==> config.mk <==
export PLATFORM = sky130hd
export DESIGN_NAME = pe_conv_seq
export DESIGN_NICKNAME = d
export VERILOG_FILES = /design/src/rtl/pe_pkg.sv /design/src/rtl/pe_mac.sv /design/src/rtl/pe_conv_seq.sv
export SDC_FILE = /design/constraint.sdc
export NUM_CORES = 1
export LEC_CHECK = 0
export CAP_MARGIN = 20
export CORE_MARGIN = 5
export CORE_UTILIZATION = 25
export DETAILED_ROUTE_END_ITERATION = 7
export GPL_TIMING_DRIVEN = 0
export PLACE_DENSITY_LB_ADDON = 0.1
export REMOVE_ABC_BUFFERS = 1
export SLEW_MARGIN = 20
export SYNTH_ARGS = -nofsm -noshare
export SYNTH_HDL_FRONTEND = slang
export SYNTH_HIERARCHICAL = 1
export SYNTH_SLANG_ARGS = --single-unit
==> constraint.sdc <==
create_clock -name clk -period 5.3 [get_ports clk]
set_input_delay 0.795 -clock clk [delete_from_list [all_inputs] [get_ports clk]]
set_output_delay 0.795 -clock clk [all_outputs]
set_load 0.01 [all_outputs]
==> src/rtl/pe_pkg.sv <==
// Shared constants and types for the PE convolution sequencer.
// The window and filter sizes are fixed by the packet format.
package pe_pkg;
  localparam int DWIDTH = 8;
  localparam int NPIX   = 5;
  localparam int NTAP   = 3;
  localparam int ACC_W  = 2*DWIDTH + 2;

  typedef enum logic [1:0] {IDLE, COMPUTE, OUT} pe_seq_state_t;
  typedef logic [1:0] psum_idx_t;
endpackage

==> src/rtl/pe_mac.sv <==
// Registered unsigned multiply-accumulate shared by all taps.
// When clear is set, this product starts a new sum.
module pe_mac
  import pe_pkg::*;
(
  input  logic              clk,
  input  logic              rst_n,
  input  logic              clear,
  input  logic              en,
  input  logic [DWIDTH-1:0] a,
  input  logic [DWIDTH-1:0] b,
  output logic [ACC_W-1:0]  acc
);
  logic [2*DWIDTH-1:0] prod;

  assign prod = a * b;

  always_ff @(posedge clk or negedge rst_n) begin
    if (!rst_n) begin
      acc <= '0;
    end else if (en) begin
      acc <= (clear ? '0 : acc) + ACC_W'(prod);
    end
  end
endmodule

==> src/rtl/pe_conv_seq.sv <==
// Sequencer for one PE's 3-tap, 5-pixel 1-D convolution.
// It captures a filter row and a pixel window, then emits 3 psums through one shared MAC.
module pe_conv_seq
  import pe_pkg::*;
(
  input  logic                   clk,
  input  logic                   rst_n,
  input  logic                   filt_valid,
  input  logic [NTAP*DWIDTH-1:0] filt_data,
  output logic                   filt_ready,
  input  logic                   pix_valid,
  input  logic [NPIX*DWIDTH-1:0] pix_data,
  output logic                   pix_ready,
  output logic                   psum_valid,
  input  logic                   psum_ready,
  output logic [ACC_W-1:0]       psum_data,
  output psum_idx_t              psum_idx,
  output logic                   window_done,
  output logic                   busy
);
  pe_seq_state_t     state;
  logic              filt_loaded;
  logic              pix_loaded;
  psum_idx_t         k;
  logic [1:0]        t;
  logic [DWIDTH-1:0] filt_reg  [NTAP];
  logic [DWIDTH-1:0] pix_reg   [NPIX];
  logic [DWIDTH-1:0] filt_word [NTAP];
  logic [DWIDTH-1:0] pix_word  [NPIX];
  logic              filt_hs;
  logic              pix_hs;
  logic [2:0]        pix_sel;
  logic [ACC_W-1:0]  acc;

  genvar gi;
  generate
    for (gi = 0; gi < NTAP; gi++) begin : g_filt_word
      assign filt_word[gi] = filt_data[DWIDTH*gi +: DWIDTH];
    end
    for (gi = 0; gi < NPIX; gi++) begin : g_pix_word
      assign pix_word[gi] = pix_data[DWIDTH*gi +: DWIDTH];
    end
  endgenerate

  // Readies are gated by rst_n so they read low for the whole reset assertion.
  assign filt_ready = rst_n && (state == IDLE);
  assign pix_ready  = rst_n && (state == IDLE) && !pix_loaded;
  assign filt_hs    = filt_valid && filt_ready;
  assign pix_hs     = pix_valid && pix_ready;

  assign psum_valid = (state == OUT);
  assign busy       = (state != IDLE);
  assign psum_idx   = k;
  assign pix_sel    = 3'(k) + 3'(t);

  // The accumulator is frozen outside COMPUTE, so it doubles as the held psum.
  assign psum_data  = acc;

  pe_mac u_mac (
    .clk   (clk),
    .rst_n (rst_n),
    .clear (t == 2'd0),
    .en    (state == COMPUTE),
    .a     (pix_reg[pix_sel]),
    .b     (filt_reg[t]),
    .acc   (acc)
  );

  always_ff @(posedge clk or negedge rst_n) begin
    if (!rst_n) begin
      state       <= IDLE;
      filt_loaded <= 1'b0;
      pix_loaded  <= 1'b0;
      k           <= '0;
      t           <= '0;
      window_done <= 1'b0;
      for (int j = 0; j < NTAP; j++) filt_reg[j] <= '0;
      for (int i = 0; i < NPIX; i++) pix_reg[i] <= '0;
    end else begin
      window_done <= 1'b0;
      case (state)
        IDLE: begin
          if (filt_hs) begin
            for (int j = 0; j < NTAP; j++) filt_reg[j] <= filt_word[j];
            filt_loaded <= 1'b1;
          end
          if (pix_hs) begin
            for (int i = 0; i < NPIX; i++) pix_reg[i] <= pix_word[i];
            pix_loaded <= 1'b1;
          end
          if ((filt_loaded || filt_hs) && (pix_loaded || pix_hs)) begin
            state <= COMPUTE;
            k     <= '0;
            t     <= '0;
          end
        end
        COMPUTE: begin
          if (t == 2'd2) begin
            t     <= '0;
            state <= OUT;
          end else begin
            t <= t + 2'd1;
          end
        end
        OUT: begin
          if (psum_ready) begin
            if (k == 2'd2) begin
              window_done <= 1'b1;
              pix_loaded  <= 1'b0;
              k           <= '0;
              state       <= IDLE;
            end else begin
              k     <= k + 2'd1;
              t     <= '0;
              state <= COMPUTE;
            end
          end
        end
        default: state <= IDLE;
      endcase
    end
  end
endmodule
* Word-level counts from Yosys, hierarchy flattened
Cells that the tools add are included.
Widths: inputs -> output; s select.
** Storage, ports and cells
- Output and inout bits :: 25
- Bits in registers :: 91
- Word-level logic and storage cells :: 80
- Bits of input ports :: 69
** Cells by class
- Order comparisons :: 2
- Muxes and demuxes :: 27
- Add/subtract/negate cells :: 4
- Reduce and logical (&&, ||, !) cells :: 19
- Equal/unequal tests :: 10
- Multiply operators :: 1
- Bitwise operators :: 2
** Operators by type and width (number)
- $mux 8 :: 4
- $bmux 8 s3 :: 1
- $add 18x16->18 :: 1
- $mux 18 :: 1
- $mux 2 :: 9
- $bmux 8 s2 :: 1
- $mul 8x8->16 :: 1
- $pmux 2 s3 :: 2
- $reduce_and 4->1 :: 2
- $mux 1 :: 7
- $eq 2x2->1 const B :: 3
- $ne 2x1->1 const B :: 3
- $ne 2x2->1 const B :: 3
- $reduce_and 3->1 :: 2
- $logic_and 1x1->1 :: 5
- $add 2x1->2 const B :: 2
- $ge 4x4->1 const B :: 1
- $logic_not 2->1 :: 2
- $not 3->4 :: 1
- $pmux 2 s2 :: 1
- $reduce_and 2->1 :: 2
- $reduce_bool 2->1 :: 2
- $add 2x2->3 :: 1
- $ge 3x3->1 const B :: 1
- 6 further kinds :: 7

* Logic depth before layout (Yosys ltp)
Gate-level depths: netlist of the first run.
- Depth after elaboration :: 8
- Gate-level depth with buffers :: 23
- Depth with buffers taken out :: 22

* Hierarchy
The synthesis of the first run kept the hierarchy.
** Modules (own cells, without submodules)
- pe_conv_seq :: sequential area each 1826.8 um2, cells an instance 257, times used 1, area an instance 3527.1 um2
- pe_mac :: sequential area each 450.4 um2, cells an instance 373, times used 1, area an instance 3387.0 um2

* Worst setup path after synthesis of the first run
No wires, ideal clock.
- Path type :: register to register
- Start point :: reg k[0] (netlist: psum_idx[0])
- End point :: reg u_mac.acc[11]
- Clock period less this slack :: 5787 ps
- Stages on the path, launching flop included :: 22
- Path slack :: -487 ps
- Buffers on the path :: 1
- Data required time :: 5175 ps
- Data arrival time :: 5662 ps
- Path through :: dfrtp_1 -> ha_1 -> fa_1 -> clkbuf_1 -> mux4_2 -> inv_1 -> o32ai_1 -> nand2_1 -> fa_1 -> inv_1 -> fa_1 -> inv_1 -> fa_1 -> fa_1 -> inv_1 -> ha_1 -> o21ai_0 -> o21bai_1 -> a211o_1 -> a31oi_2 -> xnor2_1 -> mux2_4
** Between the ends
- Longest elaborated chain between the ends :: 7
** RTL lines
- from (decl) :: line pe_conv_seq.sv:24 : psum_idx_t k;
- from (signal assigned) :: line pe_conv_seq.sv:113 : k <= k + 2'd1;
- $add 2x2->3 :: line pe_conv_seq.sv:54 : assign pix_sel = 3'(k) + 3'(t);
- $not 3->4 (implied by the code) :: line pe_conv_seq.sv:64 : .a (pix_reg[pix_sel]),
- $bmux 8 s3 :: line pe_conv_seq.sv:64
- $mux 8 (implied by the code) (2 in series) :: line pe_conv_seq.sv:64
- $mul 8x8->16 :: line pe_mac.sv:16 : assign prod = a * b;
- $add 18x16->18 :: line pe_mac.sv:22 : acc <= (clear ? '0 : acc) + ACC_W'(prod);
- to (signal assigned) :: line pe_mac.sv:22
- to (decl) :: line pe_mac.sv:12 : output logic [ACC_W-1:0] acc
No other way between the ends. The select of a mux whose other input is x is not followed.
A chain may end at the register's enable or synchronous reset.

* Final worst setup path of the first run
- Start point :: reg t[0]
- End point :: reg u_mac.acc[11]
** Between the ends
- Longest elaborated chain between the ends :: 7
- Elaborated cells between the ends (all ways) :: 13
- Those cells by class :: add/sub (2); mul (1); mux (7); bitwise (2); reduce/logical (1)
** RTL lines
- from (decl) :: line pe_conv_seq.sv:25 : logic [1:0] t;
- from (signal assigned) :: line pe_conv_seq.sv:102 : t <= t + 2'd1;
- $add 2x2->3 :: line pe_conv_seq.sv:54
- $not 3->4 (implied by the code) :: line pe_conv_seq.sv:64
- $bmux 8 s3 :: line pe_conv_seq.sv:64
- $mux 8 (implied by the code) (2 in series) :: line pe_conv_seq.sv:64
- $mul 8x8->16 :: line pe_mac.sv:16
- $add 18x16->18 (*) :: line pe_mac.sv:22
Mark *: on every way between the ends. The rest lies on a longest branch, timed or not. The select of a mux whose other input is x is not followed.

==> metrics.md, run 1 <==
| Metric | Value |
|---|---|
| Outcome | complete, but fails checks |
| Failing checks | negative setup slack |
| Worst slack, placed | -1.851 ns |
| Clk Tree Root Cell | clkbuf_16 |
| Final Cycle Share | 105.7% |
| Post-DP Area | 8260 um^2 |
| Synth cell types | 49 |
| Clk Latency, worst-skew pair | 0.35 ns |
| Reg clk slew, reported paths | around 0.080 ns |
| WP buf/inv | 5 |
| DIE WIDTH | 176.3 um |
| XOR/XNOR share of the synthesized area | 1.393% |
| Critical Path Fanout Max | 4 |
| CP max-delay cell | fa_2 |
| Crit start category | register |
| Antenna-violating nets left | 0 |
| Fin crit period | between 5 and 6 ns |
| FP Rows | 60 |
| Via count | 4840 |
| Peak Freq | 178.5 MHz |
| Worst EP arrival | 5.85 ns |
| Die area | 31080 um^2 |
| IO Pins | 94 |
| Synth Register Bits | between 90 and 100 |
| Post-Synth Adder-Cell Area | around 22% |
| CTS buffer count | 9 |
| Final Setup Violations | 9 |
| CTS sink count | 91 |
| Initial antenna violation count | 0 |
| Final nets | 921 |
| Dominant cell type by area after synthesis | dfrtp_1 |
| CTS Hold Bufs | 0 |
| Register area share after synthesis | around a third |
| Syn Area/Cell | 10.97 um^2 |
| Cells along the critical path | ha_4 -> fa_2 -> nand2b_4 -> buf_12 -> o22ai_4 -> buf_4 -> nand2_2 -> fa_1 -> inv_1 -> ha_4 -> ha_4 -> inv_2 -> fa_1 -> inv_2 -> ha_4 -> fa_2 -> a211oi_4 -> o21bai_4 -> a211o_1 -> a31oi_4 -> xnor2_2 -> mux2_4 |
| Final WS setup | -0.3009 ns |
| Vias in the first global route | around 5.5k |
| DIE HEIGHT | about 180 um |
| DP Wirelength | 13.22 mm |
| CTS tree | built |
| Port-buffer cells | 93 |
| Top post-synthesis cells by area | dfrtp_1 (33%), fa_1 (15%), mux2_4 (8.9%) |
| Placeable core region | 27100 um^2 |
| Synth Area in Simple Gates | 11.85% |
| Delay-heaviest family, CP | adder cells |
| GRT overflow | 0 |
| Largest net degree at the start of global routing | between 60 and 70 |
| Total track usage | a little under an eighth |
| Complex-gate fraction of the synthesized area | just over 7% |
| Initial Util | 25.51% |
| Total Wirelength | about 18 mm |
| Number of H-tree levels | 3 |
| Required @ worst endpoint | 5.54 ns |
| Clock Tree Buf Depth | 2 |
| Area grow syn2layout | 38.85% |
| Post-synthesis mux area share | a little under a fifth |
| CP peak stage delay | 0.63 ns |
| Max-Cap Viols | 0 |
| First-pass GRT wire length | between 20 and 30 mm |
| Rel. slew slack | a little under a third |
| DRC viols | 0 |
| Cells after Synth | 630 |
| Clk_skew | 0.01212 ns |
| Layout cell share with drive strength beyond 1 | 31.76% |
| Share of the synthesized area in the top cell type | 32.94% |
| Initial DRC Count | approximately 150 |
| Largest family of logic cells by synthesized area | adder cells |
| Utilization after layout | 35.42% |
| Antenna diodes | 0 |
| Cell mode on critical path | ha_4 |
| RD Place Congestion | 0.8240 |
| Worst Tran Pin Value | 1.013 ns |
| Slew Viols, Final | 0 |
| DR vias/cell | 4.257 |
| Syn. warnings | 6 |
| Number of flip-flops in the largest register | 40 |
| RSZ-0062 raised after global routing | true |
| Critical path class | register to register |
| HP Class | primary input to asynchronous set/reset pin |
| Pre-antenna DRT Iters | 4 |
| Synth Cell Area | 6914 um^2 |
| CP Capture Type | register |
| Design Area, Final | 9600 um^2 |
| Routed wire per std cell | 15.78 um |
| Final Hold Fails | 0 |
## worst paths after layout
| check | depth (start not counted) | to | from | slack (ns) |
|---|---|---|---|---|
| max in group asynchronous | 2 | t[0] | rst_n | 4.33 |
| hold reg to reg | 1 | filt_loaded | filt_loaded | 0.47 |
| hold / removal | 1 | u_mac/acc[4] | rst_n | 0.31 |
| setup reg to reg | 22 | u_mac/acc[11] | t[0] | -0.30 |
| setup / recovery | 22 | u_mac/acc[11] | t[0] | -0.30 |
| min in group clk | 1 | filt_loaded | filt_loaded | 0.47 |
## routing by layer
layer  up-vias  global-route usage, %  share of wire, %
li1       2340                      -                 -
met1      2423                  16.22                48
met2        71                  19.59                48
met3         6                  2.334               3.0
met4         0                  2.437              0.78
met5         -                      0                 0
## cell type report
class / instances / area (um^2)
multi-input combinational: 440 / 4820
timing repair buffer: 136 / 1401
clock inverter: 7 / 97.59
fill: 2667 / 17500
tap: 372 / 465.4
sequential: 91 / 2283
inverter: 82 / 307.8
clock buffer: 9 / 225.2
## repair_timing
item / in CTS / in global routing
buffers inserted: 29 / 11
hold endpoints to repair: 0 / 0
endpoints found under the setup margin: 15 / 11
pin swaps: 50 / 37
resized for setup: 101 / 40
## cell families after synthesis
group | after synthesis
AOI/OAI and AO/OA | 80
xor gates and xnor gates | 11
adders and majority gates | 92
buffers and inverters | 99
DFF | 91
muxes | 101
and+or+nand+nor | 156
## Yosys cell counts (all sizes together)
library cell,number
o21ai,18
a211o,1
a21oi,27
dfrtp,91
or3,1
o31a,1
a211oi,4
nor3,3
xor2,2
and4,1
clkbuf,5
nor2b,13
nor3b,4
o21bai,2
nand2,47
mux2i,23
ha,41
a22o,2
inv,82
and2,37
o2bb2ai,1
o32ai,1
xnor2,9
a31o,1
nand3b,2
o21a,2
and2b,1
o221ai,1
nor2,25
fa,51
mux4,1
a21o,5
a31oi,5
nand2b,12
or2,5
mux2,77
o22ai,9
nand3,4
nor4b,1
buf,12
## through the flow
stage	TNS [ns]	hold WS, ns	std cells
2_1_floorplan	-4.309	0.4407	613
3_3_place_gp	-157.54	0.4661	1078
3_5_place_dp	-20.62	0.4593	1081
4_1_cts	-2.078	0.3168	1126
5_1_grt	-3.666	0.3263	1137
6_report	-1.794	0.3105	1137
## cell usage in the layout, fill, tap and decap left out, types with 3 or more instances in the layout
cell and n:
inv_1 72, and2_1 36, or2_2 4, fa_2 5
a31oi_1 4, a21oi_1 13, nor3b_1 3, dfrtp_1 88
fa_1 46, clkbuf_16 9, nor2_2 8, a21oi_4 4
nand3_1 3, xnor2_1 8, mux2i_1 19, buf_4 24
nand2_1 39, buf_12 7, mux2i_2 4, buf_6 10
clkdlybuf4s50_1 92, o21ai_2 5, nor2_1 16, o21ai_4 3
mux2_2 35, nand2b_1 11, nor2b_1 11, a21oi_2 10
mux2_4 42, inv_2 10, ha_1 28, a21o_1 5
nand2_2 6, o22ai_4 7, ha_4 13, o21ai_0 8
Power of run 1 is not shown: default switching activity piles up to over one toggle a cycle in this logic, so the estimate is an artifact.
==> run 2, diff against run 1 <==
--- a/config.mk
+++ b/config.mk
@@ -8,6 +8,7 @@
 export CAP_MARGIN = 20
 export CORE_MARGIN = 5
 export CORE_UTILIZATION = 25
+export CTS_CLUSTER_SIZE = 12
 export DETAILED_ROUTE_END_ITERATION = 7
 export GPL_TIMING_DRIVEN = 0
 export PLACE_DENSITY_LB_ADDON = 0.1
==> results of run 2 <==
Final layout, timing and power as in run 1 (identical DEF).
Power of run 2 is left out for the same reason.
